===== src/rtl/fetch_stage_pkg.sv =====
// fetch_stage_pkg: shared constants and state type for the fetch stage of the 16-bit core
package fetch_stage_pkg;
    localparam int          DW_DEF       = 16;
    localparam logic [15:0] RESET_PC_DEF = 16'h0000;
    localparam logic [3:0]  HLT_OP       = 4'hF;
    localparam logic [15:0] NOP          = 16'h0000;
    typedef enum logic {FETCH = 1'b0, HALTED = 1'b1} fetch_state_e;
endpackage


===== src/rtl/fetch_stage_if_id_reg.sv =====
// if_id_reg: enabled IF/ID pipeline register that can insert a bubble
import fetch_stage_pkg::*;

module if_id_reg #(
    parameter int DW = DW_DEF
) (
    input  logic          clk,
    input  logic          rst,
    input  logic          i_en,
    input  logic          i_bubble,
    input  logic [DW-1:0] i_instr,
    input  logic [DW-1:0] i_pc_plus2,
    output logic [DW-1:0] o_instr,
    output logic [DW-1:0] o_pc_plus2,
    output logic          o_valid
);
    logic [DW-1:0] r_instr;
    logic [DW-1:0] r_pc_plus2;
    logic          r_valid;

    // bubble keeps pc_plus2 so a flushed slot never samples imem_data
    always_ff @(posedge clk) begin
        if (rst) begin
            r_instr    <= NOP;
            r_pc_plus2 <= '0;
            r_valid    <= 1'b0;
        end else if (i_en) begin
            if (i_bubble) begin
                r_instr <= NOP;
                r_valid <= 1'b0;
            end else begin
                r_instr    <= i_instr;
                r_pc_plus2 <= i_pc_plus2;
                r_valid    <= 1'b1;
            end
        end
    end

    assign o_instr    = r_instr;
    assign o_pc_plus2 = r_pc_plus2;
    assign o_valid    = r_valid;
endmodule


===== src/rtl/fetch_stage.sv =====
// fetch_stage: PC register, HLT stop logic and IF/ID latch for the pipelined core
import fetch_stage_pkg::*;

module fetch_stage #(
    parameter int          DW       = DW_DEF,
    parameter logic [DW-1:0] RESET_PC = RESET_PC_DEF
) (
    input  logic          clk,
    input  logic          rst,
    input  logic          pc_write,
    input  logic          if_id_write,
    input  logic          flush,
    input  logic [DW-1:0] branch_target,
    output logic [DW-1:0] imem_addr,
    input  logic [DW-1:0] imem_data,
    output logic [DW-1:0] pc,
    output logic [DW-1:0] if_id_instr,
    output logic [DW-1:0] if_id_pc_plus2,
    output logic          if_id_valid,
    output logic          halted
);
    logic [DW-1:0] r_pc;
    fetch_state_e  r_state;
    logic [DW-1:0] w_pc_plus2;
    logic          w_halted;
    logic          w_flush_q;
    logic          w_fetch_hlt;

    assign w_pc_plus2  = r_pc + DW'(2);
    assign w_halted    = (r_state == HALTED);
    assign w_flush_q   = flush & pc_write & if_id_write;
    assign w_fetch_hlt = (imem_data[DW-1 -: 4] == HLT_OP) & ~w_halted;

    // PC advance / redirect and the FETCH <-> HALTED state
    always_ff @(posedge clk) begin
        if (rst) begin
            r_pc    <= RESET_PC;
            r_state <= FETCH;
        end else if (pc_write) begin
            if (w_flush_q) begin
                r_pc    <= branch_target;
                r_state <= FETCH;
            end else if (!w_halted) begin
                if (w_fetch_hlt) r_state <= HALTED;
                else r_pc <= w_pc_plus2;
            end
        end
    end

    if_id_reg #(.DW(DW)) u_if_id (
        .clk        (clk),
        .rst        (rst),
        .i_en       (if_id_write),
        .i_bubble   (w_flush_q | w_halted),
        .i_instr    (imem_data),
        .i_pc_plus2 (w_pc_plus2),
        .o_instr    (if_id_instr),
        .o_pc_plus2 (if_id_pc_plus2),
        .o_valid    (if_id_valid)
    );

    assign imem_addr = r_pc;
    assign pc        = r_pc;
    assign halted    = w_halted;
endmodule


===== config.mk =====
export PLATFORM = sky130hd
export DESIGN_NAME = fetch_stage
export DESIGN_NICKNAME = d
export VERILOG_FILES = /design/src/rtl/fetch_stage_pkg.sv /design/src/rtl/fetch_stage_if_id_reg.sv /design/src/rtl/fetch_stage.sv
export SDC_FILE = /design/constraint.sdc
export NUM_CORES = 1
export LEC_CHECK = 0
export ABC_CLOCK_PERIOD_IN_PS = 2200
export BUFFER_PORTS_ARGS = -buffer_cell sky130_fd_sc_hd__buf_2
export CORE_MARGIN = 4
export CORE_UTILIZATION = 47
export CTS_CLUSTER_SIZE = 24
export DETAILED_ROUTE_END_ITERATION = 10
export PLACE_DENSITY = 0.81
export SYNTH_ARGS = -nofsm -noshare
export SYNTH_HDL_FRONTEND = slang
export SYNTH_SLANG_ARGS = --single-unit
export TNS_END_PERCENT = 5

===== constraint.sdc =====
create_clock -name clk -period 2.2 [get_ports clk]
set_input_delay 0.44 -clock clk [delete_from_list [all_inputs] [get_ports clk]]
set_output_delay 0.44 -clock clk [all_outputs]
set_load 0.05 [all_outputs]

==> results_dict.tcl, run 1 <==
set metrics [dict create \
    path_max_fanout 7 \
    synth-seq-area-share_pct 42.5 \
    yosysWarningCount 0 \
    ios 103 \
    syn_nets 305 \
    cts-root-buf "clkbuf_8" \
    gr-usage-all-layers_pct 19.5 \
    io_buffer_count 102 \
    critPathLaunchType "flop" \
    finalInstanceArea_sq_mm 0.00291 \
    hold_path_depth 3 \
    cts_hold_buffers 0 \
    clock_latency_ps 310 \
    std_cell_rows 25 \
    fin_nets 386 \
    synth_area_per_cell_sq_um 8.82 \
    holdCritPathClass "input port to flop" \
    tritoncts "built" \
    cap_violations 0 \
    rsz0062_at_grt "false" \
    hold-path-endpoint "imem_addr[0]" \
    switching_share_pct 35.2 \
    dieWidth_microns 78.8 \
    place.gp.congestion 0.782 \
    drt_iter0_markers 101 \
    post-route-util_pct 60.7 \
    synth-seq-cells 50 \
    synthesis.area_sq_mm 0.00236 \
    end_kind "flop" \
    status "completed" \
    ant_nets 0 \
    p_leak_nw 1.32 \
    dr.pass1.iters 4 \
    dpl-instance-area_sq_mm 0.00279 \
    netlist.area_leader.share_pct 42.5 \
    ys.flop_type "dfxtp_1" \
    antenna_found_initial 0 \
    clkPwrFrac_pct 29.8 \
    fmax_mhz 510 \
    crit_type "flop to flop" \
    synth_area_leader_cell "dfxtp_1" \
    area_growth_syn_to_layout_pct 23.3 \
    hpwl_mm 4.44 \
    r2r_end "imem_addr[13]" \
    clk_path_buf_depth 2 \
    slew_headroom_pct 68.8 \
    whs_ps 355 \
    cp.required_ps 2400 \
    cts-resized-gates 0 \
    wirelength_mm 6.06 \
    die_h_microns 78.8 \
    power_density_mw_per_mm2 776 \
    synthArstFlopShare_pct 0 \
    netlist-cell-type-count 38 \
    synth-edff-count 0 \
    drc 0 \
    dieArea_sq_mm 0.00621 \
    cts_sinks 50 \
    switchingPower_mw 0.794 \
    total_power_mw 2.26 \
    grt_pass1_vias 2057 \
    stdcell_count 416 \
    overflow 0 \
    vias_per_cell 5.37 \
    r2r-start "imem_addr[1]" \
    h-tree-depth 2 \
    core-area_sq_mm 0.00479 \
    final_cell_mix "buf_2 (102), nor2_1 (48), dfxtp_1 (48)" \
    final_common_cell "buf_2" \
    syn_inst 267 \
    setup_viol 0 \
    insertedDiodeCount 0 \
    comb_power_share_pct 25.2 \
    grt_max_degree 34 \
    r2r.worst_path.cells 5 \
    worst_pin_slew_ps 466 \
    fin_ws_ps 241 \
    peakVddDrop_mv 0.445 \
    min_period_over_period_pct 89.0 \
    grt_pass1_wl_mm 9.72 \
    drive_above_1_share_pct 36.7 \
    initial_utilization_pct 49.2 \
    wl_per_cell_microns 14.6 \
    fin_tns_setup_ps 0 \
    place_worst_setup_slack_ps 243 \
    cts_inserted_buffers 5 \
    final_hold_viol_count 0 \
    clk_pin_slew_ps 100 \
    p_int_mw 1.46 \
    placed_cells 408 \
    finalWorstPathRequiredPeriod_ps 1960 \
    worst_hold_startpoint "branch_target[0]" \
    vias 2235 \
    maxSlewViolCount 0 \
    reg2reg_slack_ps 240 \
    synth.area.top_cells "dfxtp_1 (42%), nor2_1 (7.6%), buf_4 (6.1%), a211oi_1 (5.7%), a22oi_1 (5.1%)" \
    fin_worst_skew_ps 7.91 \
    arrival_ps 2160 \
    pwr-share-seq_pct 45.0 \
    post_cts_buffers 0 \
]
[flip-flops by register name, indices dropped and copies added, names as in the netlist]
signal and flops:
u_if_id.o_instr 16, halted 1, imem_addr 16, u_if_id.o_valid 1, u_if_id.o_pc_plus2 16
[critical path: stages (launching register included)]
cell and delay (ps):
dfxtp_2 400, ha_1 270, and4_4 280, nand4_4 140, or3_2 450, a311oi_1 320
[metal layers]
layer / share of wire [%] / routed length [microns] / track usage, %
met4: 1.8 / 112 / 6.82
met3: 6.0 / 361 / 3.85
met2: 50 / 3060 / 34.1
met1: 42 / 2530 / 23.8
met5: 0 / 0 / 0
[Yosys cell counts (4+ instances only)]
cell type,instances
clkbuf_1,7
o21ai_0,6
dfxtp_1,50
a22oi_1,16
nand2_1,13
xor2_1,12
nor2_1,48
a211oi_1,18
nand4_1,7
a311oi_1,10
xnor2_1,6
a21oi_1,4
nand3_1,8
buf_6,4
or3_1,4
buf_4,19
[power groups by stage]
| stage | sequential (mW) | combinational (mW) | clock, mW |
|---|---|---|---|
| 3_3_place_gp | 1.03 | 0.565 | 0 |
| 4_1_cts | 1.01 | 0.571 | 0.689 |
| 6_report | 1.02 | 0.569 | 0.672 |
| 2_1_floorplan | 1.23 | 0.246 | 0 |
| 3_5_place_dp | 1.04 | 0.569 | 0 |
| 5_1_grt | 1.03 | 0.605 | 0.718 |
[worst max path at each step]
stage	depth (start not counted)	slack (ps)	from	end
6_report	5	240	imem_addr[1]	imem_addr[13]
5_1_grt	5	150	imem_addr[1]	u_if_id.o_pc_plus2[15]
4_1_cts	5	240	imem_addr[1]	imem_addr[13]
3_5_place_dp	5	240	pc_write	imem_addr[13]
3_3_place_gp	5	360	imem_data[12]	imem_addr[15]
2_1_floorplan	4	140	imem_addr[4]	imem_addr[15]
[cell families after synthesis]
| group | synth area share (%) |
|---|---|
| flip-flops | 42.5 |
| XOR/XNOR | 6.69 |
| buffers and inverters | 10.9 |
| AND/OR/NAND/NOR | 21.3 |
| adder cells (fa/ha/maj) | 0.531 |
| multiplexers | 0.425 |
| AO/OA/AOI/OAI | 17.6 |
[layout make-up]
cell class | instances | area [sq um]
multi-input cells | 178 | 1100
fillers | 439 | 1880
inverters | 2 | 7.51
repair buffers | 111 | 591
flip-flops and latches | 50 | 1000
clock buffers | 5 | 68.8
clock inverters | 3 | 47.5
well taps | 67 | 83.8
(Power assumes the default switching activity.)
==> run 2, diff against run 1 <==
Settings changed: ABC_CLOCK_PERIOD_IN_PS 2200 to 2540, CORE_MARGIN 4 to unset, CORE_UTILIZATION 47 to 53, PLACE_DENSITY 0.81 to 0.88, SYNTH_HIERARCHICAL set to 1.
Clock period 2.2 ns to 2.54 ns, I/O delays scaled along.
==> run 2 against run 1 <==
Sequential share of layout area is 3.3 points lower. Sequential power is 15% lower. Combinational power is 20% lower. Cell area is 10% higher. Die area is 14% lower. Via count is 10% higher. Critical path type unchanged.
==> results_dict.tcl, run 2 <==
set metrics [dict create \
    synth-edff-count 0 \
    p_int_mw 1.38 \
    finalWorstPathRequiredPeriod_ps 2110 \
    die_h_microns 73.3 \
    power_density_mw_per_mm2 627 \
    ios 103 \
    core-area_sq_mm 0.00482 \
    hpwl_mm 4.48 \
    synth_area_per_cell_sq_um 8.91 \
    synthesis.area_sq_mm 0.00269 \
    vias 2458 \
    r2r_end "imem_addr[11]" \
    netlist.area_leader.share_pct 37.2 \
    p_leak_nw 1.37 \
    cts-resized-gates 0 \
    final_hold_viol_count 0 \
    syn_nets 340 \
    dr.pass1.iters 4 \
    initial_utilization_pct 55.9 \
    wl_met1_mm 2.81 \
    clk_path_buf_depth 2 \
    worst_hold_startpoint "u_if_id/o_pc_plus2[12]" \
    synth.most_common_cell "dfxtp_1" \
    synth-seq-area-share_pct 37.2 \
    slew_headroom_pct 52.4 \
    fin_nets 413 \
    cts_hold_buffers 0 \
    status "completed" \
    switching_share_pct 31.3 \
    switchingPower_mw 0.628 \
    synth-seq-cells 50 \
    grt_pass1_wl_mm 10.0 \
    grt_pass1_vias 2111 \
    cts_sinks 50 \
    total_power_mw 2.01 \
    synth.area.top_cells "dfxtp_1 (37%), nand2b_1 (7.9%), nand4bb_1 (6.7%), buf_4 (4.7%), nand3b_1 (4.7%)" \
    drc 0 \
    synth-compound-area-share_pct 13.2 \
    hold-path-endpoint "u_if_id/o_pc_plus2[12]" \
    final_common_cell "buf_2" \
    cap_violations 0 \
    ant_nets 0 \
    dieArea_sq_mm 0.00537 \
    syn_inst 302 \
    area_growth_syn_to_layout_pct 18.9 \
    worst_pin_slew_ps 715 \
    comb_power_share_pct 22.7 \
    synth_simple_gate_area_share_pct 31.8 \
    clk_pin_slew_ps 90 \
    h-tree-depth 2 \
    critical_path.max_stage_delay_ps 490 \
    drt_iter0_markers 251 \
    arrival_ps 2310 \
    rsz0062_at_grt "false" \
    ys.flop_type "dfxtp_1" \
    setup_viol 0 \
    yosysWarningCount 6 \
    synth_xor_area_share_pct 6.51 \
    path_cells "ha_1 > nand3_1 > nor3_1 > or3b_1 > a311oi_1" \
    met3_length_microns 516 \
    r2r.worst_path.cells 5 \
    io_buffer_count 102 \
    r2r-start "imem_addr[1]" \
    cts_inserted_buffers 5 \
    dr_wl_met2_mm 3.06 \
    grt_max_degree 53 \
    tritoncts "built" \
    synth_fa_ha_area_share_pct 0.465 \
    final_cell_mix "buf_2 (102), dfxtp_1 (50), nand2b_1 (34)" \
    post_cts_buffers 0 \
    overflow 0 \
    netlist-cell-type-count 42 \
    drive_above_1_share_pct 31.9 \
    synthArstFlopShare_pct 0 \
    wl_per_cell_microns 14.7 \
    vias_per_cell 5.55 \
    wirelength_mm 6.53 \
    critPathLaunchType "flop" \
    routed.top_layer "met4" \
    nFillCells 393 \
    fin_worst_skew_ps 4.47 \
    cp.required_ps 2750 \
    antenna_found_initial 0 \
    maxSlewViolCount 0 \
    synth_top_family_by_area "simple AND/OR/NAND/NOR gates" \
    synthMuxAreaShare_pct 0.744 \
    peakVddDrop_mv 0.330 \
    end_kind "flop" \
    dieWidth_microns 73.3 \
    hold_path_depth 2 \
    ys_top_cells_by_count "dfxtp_1 (50), nand2b_1 (34), nor2_1 (22)" \
    clock_latency_ps 300 \
    reg2reg_slack_ps 430 \
    fmax_mhz 475 \
    clkPwrFrac_pct 34.0 \
    gr-usage-all-layers_pct 24.3 \
    pwr-share-seq_pct 43.3 \
    crit_type "flop to flop" \
    min_period_over_period_pct 83.0 \
    cpMaxStageDelayCell "dfxtp_1" \
    holdCritPathClass "flop to flop" \
    insertedDiodeCount 0 \
    std_cell_rows 25 \
    path_max_fanout 6 \
    fin_tns_setup_ps 0 \
    cts-root-buf "clkbuf_8" \
    place.gp.congestion 0.875 \
    synth_area_leader_cell "dfxtp_1" \
]
==> run 2: cell count changes after synthesis, sizes merged, moves of 6 or more <==
| cell | before | now |
|---|---|---|
| a211oi | 18 | 11 |
| nand2 | 13 | 3 |
| clkbuf | 7 | 13 |
| nand2b | 2 | 34 |
| a22oi | 16 | 0 |
| xnor2 | 6 | 13 |
| nand4bb | 0 | 16 |
| nand3b | 1 | 17 |
| nor2 | 48 | 22 |
| o21ai | 6 | 19 |
| a21oi | 4 | 17 |
==> run 2: kinds of logic after synthesis <==
group | after synthesis
simple gates | 127
compound gates | 58
flops | 50
buf+inv | 44
xor+xnor | 20
mux | 2
fa+ha+maj | 1
==> run 2: metrics by stage <==
stage	hold slack [ps]	instance area (sq um)	utilization (%)	cells	worst slack, ps
floorplan	505	2690	-	302	360
global placement	452	3060	63.5	435	705
detailed placement	454	3060	63.5	435	552
CTS	463	3200	66.4	443	494
global route	471	3200	66.4	443	325
finish	466	3200	66.4	443	433
==> run 2: worst max path at each step <==
stage / startpoint / to / cells after the start
floorplan: imem_addr[2] / imem_addr[11] / 5
global placement: imem_data[15] / imem_addr[15] / 5
detailed placement: imem_addr[1] / imem_addr[11] / 5
CTS: imem_addr[1] / imem_addr[11] / 5
global route: imem_addr[2] / imem_addr[11] / 5
finish: imem_addr[1] / imem_addr[11] / 5
==> run 2: final cells by class <==
type | count | area, sq um | share of cell area (%)
inverters | 4 | 15.0 | 0.469
clock inverters | 2 | 60.1 | 1.88
flip-flops and latches | 50 | 1000 | 31.3
repair buffers | 106 | 541 | 16.9
clock buffers | 6 | 82.6 | 2.58
well taps | 67 | 83.8 | 2.62
multi-input cells | 208 | 1420 | 44.3
==> run 2: power groups by stage <==
| stage | clock network, mW | registers, mW | logic, mW |
|---|---|---|---|
| floorplan | 0 | 1.02 | 0.227 |
| detailed placement | 0 | 0.885 | 0.450 |
| finish | 0.682 | 0.869 | 0.454 |
| global route | 0.719 | 0.874 | 0.479 |
| global placement | 0 | 0.883 | 0.445 |
| CTS | 0.691 | 0.868 | 0.454 |
==> run 2: metal layers <==
| layer | GRT usage (%) | vias up |
|---|---|---|
| li1 | - | 1203 |
| met1 | 32.4 | 1137 |
| met2 | 38.4 | 103 |
| met3 | 5.49 | 15 |
| met4 | 8.93 | 0 |
| met5 | 0 | - |
==> run 2: worst max-delay path, delay by kind of cell (launching register included) <==
kind | cells | cell delay [ps]
fa+ha+maj | 1 | 290
flops | 1 | 490
simple gates | 3 | 930
compound gates | 1 | 290
==> run 3, diff against run 2 <==
Settings changed: ABC_CLOCK_PERIOD_IN_PS 2540 to 1700, CORE_UTILIZATION 53 to 44, PLACE_DENSITY 0.88 to 0.78.
Clock period 2.54 ns to 1.7 ns, I/O delays scaled along.
==> run 3 against run 2 <==
Die area grew 20%. Largest cell class unchanged. Count of clock-buffer cells in the layout is the same. Sequential power grew 50%. Critical path depth unchanged.
==> results_dict.tcl, run 3 (same netlist as run 2, synthesis figures left out) <==
set metrics [dict create \
    setup_viol 0 \
    final_common_cell "buf_2" \
    fin_worst_skew_ps 7.31 \
    cap_violations 0 \
    min_period_over_period_pct 94.9 \
    grt_pass1_vias 2208 \
    clk_pin_slew_ps 90 \
    drc 0 \
    slew_headroom_pct 71.6 \
    area_growth_syn_to_layout_pct 25.2 \
    drive_above_1_share_pct 38.5 \
    clock_latency_ps 310 \
    antenna_found_initial 0 \
    grt_pass1_wl_mm 10.5 \
    hpwl_mm 4.67 \
    peakVddDrop_mv 0.440 \
    drt_iter0_markers 96 \
    path_max_fanout 6 \
    std_cell_rows 28 \
    tritoncts "built" \
    die_h_microns 80.2 \
    dr.pass1.iters 4 \
    post_cts_buffers 0 \
    finalWorstPathRequiredPeriod_ps 1610 \
    end_kind "flop" \
    ios 103 \
    fmax_mhz 620 \
    power_density_mw_per_mm2 870 \
    wirelength_mm 6.48 \
    dieWidth_microns 80.2 \
    wl_per_cell_microns 14.1 \
    place.gp.congestion 0.877 \
    fin_nets 421 \
    dieArea_sq_mm 0.00643 \
    arrival_ps 1840 \
    status "completed" \
    initial_utilization_pct 45.5 \
    vias_per_cell 5.37 \
    grt_max_degree 45 \
    critPathLaunchType "flop" \
    crit_type "flop to flop" \
    clk_path_buf_depth 2 \
    ant_nets 0 \
    gr-usage-all-layers_pct 20.8 \
    vias 2463 \
    final_hold_viol_count 0 \
    core-area_sq_mm 0.00592 \
    overflow 0 \
    holdCritPathClass "input port to flop" \
    cts_sinks 50 \
    final_cell_mix "buf_2 (102), dfxtp_1 (37), nand2b_1 (34)" \
    whs_ps 277 \
    cts-root-buf "clkbuf_8" \
    p_leak_nw 1.42 \
    insertedDiodeCount 0 \
    h-tree-depth 2 \
    io_buffer_count 102 \
    worst_pin_slew_ps 423 \
    maxSlewViolCount 0 \
    cts_hold_buffers 0 \
    dpl-instance-area_sq_mm 0.00321 \
    cts_inserted_buffers 5 \
    cp.required_ps 1930 \
    finalInstanceArea_sq_mm 0.00337 \
]
[run 3: worst paths after layout]
| kind | from | end | slack (ps) | depth (start not counted) |
|---|---|---|---|---|
| max | imem_addr[2] | imem_addr[15] | 90 | 5 |
| min | branch_target[0] | imem_addr[0] | 280 | 3 |
| max reg2reg | imem_addr[2] | imem_addr[15] | 90 | 5 |
| min reg2reg | u_if_id/o_pc_plus2[13] | u_if_id/o_pc_plus2[13] | 470 | 2 |
[run 3: routing by layer]
layer / share of wire (%) / up-vias / GRT usage [%]
li1: - / 1224 / -
met2: 46 / 80 / 33.7
met5: 0 / - / 0
met1: 47 / 1149 / 26.6
met4: 1.7 / 0 / 7.86
met3: 5.7 / 10 / 5.00
[run 3: where the power goes]
part	total (mW)	internal, mW	switching (mW)	leakage (nW)
Sequential	1.30	1.23	0.0714	0.417
Clock	0.942	0.531	0.412	0.0665
Combinational	0.692	0.216	0.476	0.932
Total	2.93	1.98	0.959	1.42
[run 3: worst max-delay path: stages, from the launching register on]
cell	delay, ps
dfxtp_4	400
ha_4	160
and3_4	220
nand3_2	100
or4_4	420
a311oi_2	230
[run 3: final cells by class]
| type | instances | area, sq um |
|---|---|---|
| inverter | 4 | 15.0 |
| clock inverter | 2 | 38.8 |
| multi-input combinational | 208 | 1470 |
| fill | 549 | 2550 |
| timing repair buffer | 114 | 613 |
| clock buffer | 6 | 93.8 |
| sequential | 50 | 1040 |
| tap | 75 | 93.8 |
[run 3: through the flow]
step / total power, mW / TNS, ps / utilization, % / worst slack [ps] / cells
after floorplan: 1.87 / -41.7 / - / -40.1 / 302
after global placement: 2.00 / 0 / 54.2 / 77.5 / 451
after CTS: 2.96 / 0 / 56.6 / 52.6 / 459
final: 2.93 / 0 / 56.9 / 86.6 / 459
after global routing: 3.06 / -7.33 / 56.9 / -7.33 / 459
after detailed placement: 2.01 / -12.2 / 54.2 / -12.2 / 451
[run 3: what timing repair did]
| item | CTS | global route |
|---|---|---|
| pin swaps | 0 | 1 |
| endpoints found under the setup margin | 1 | 3 |
| gates resized for setup | 1 | 4 |
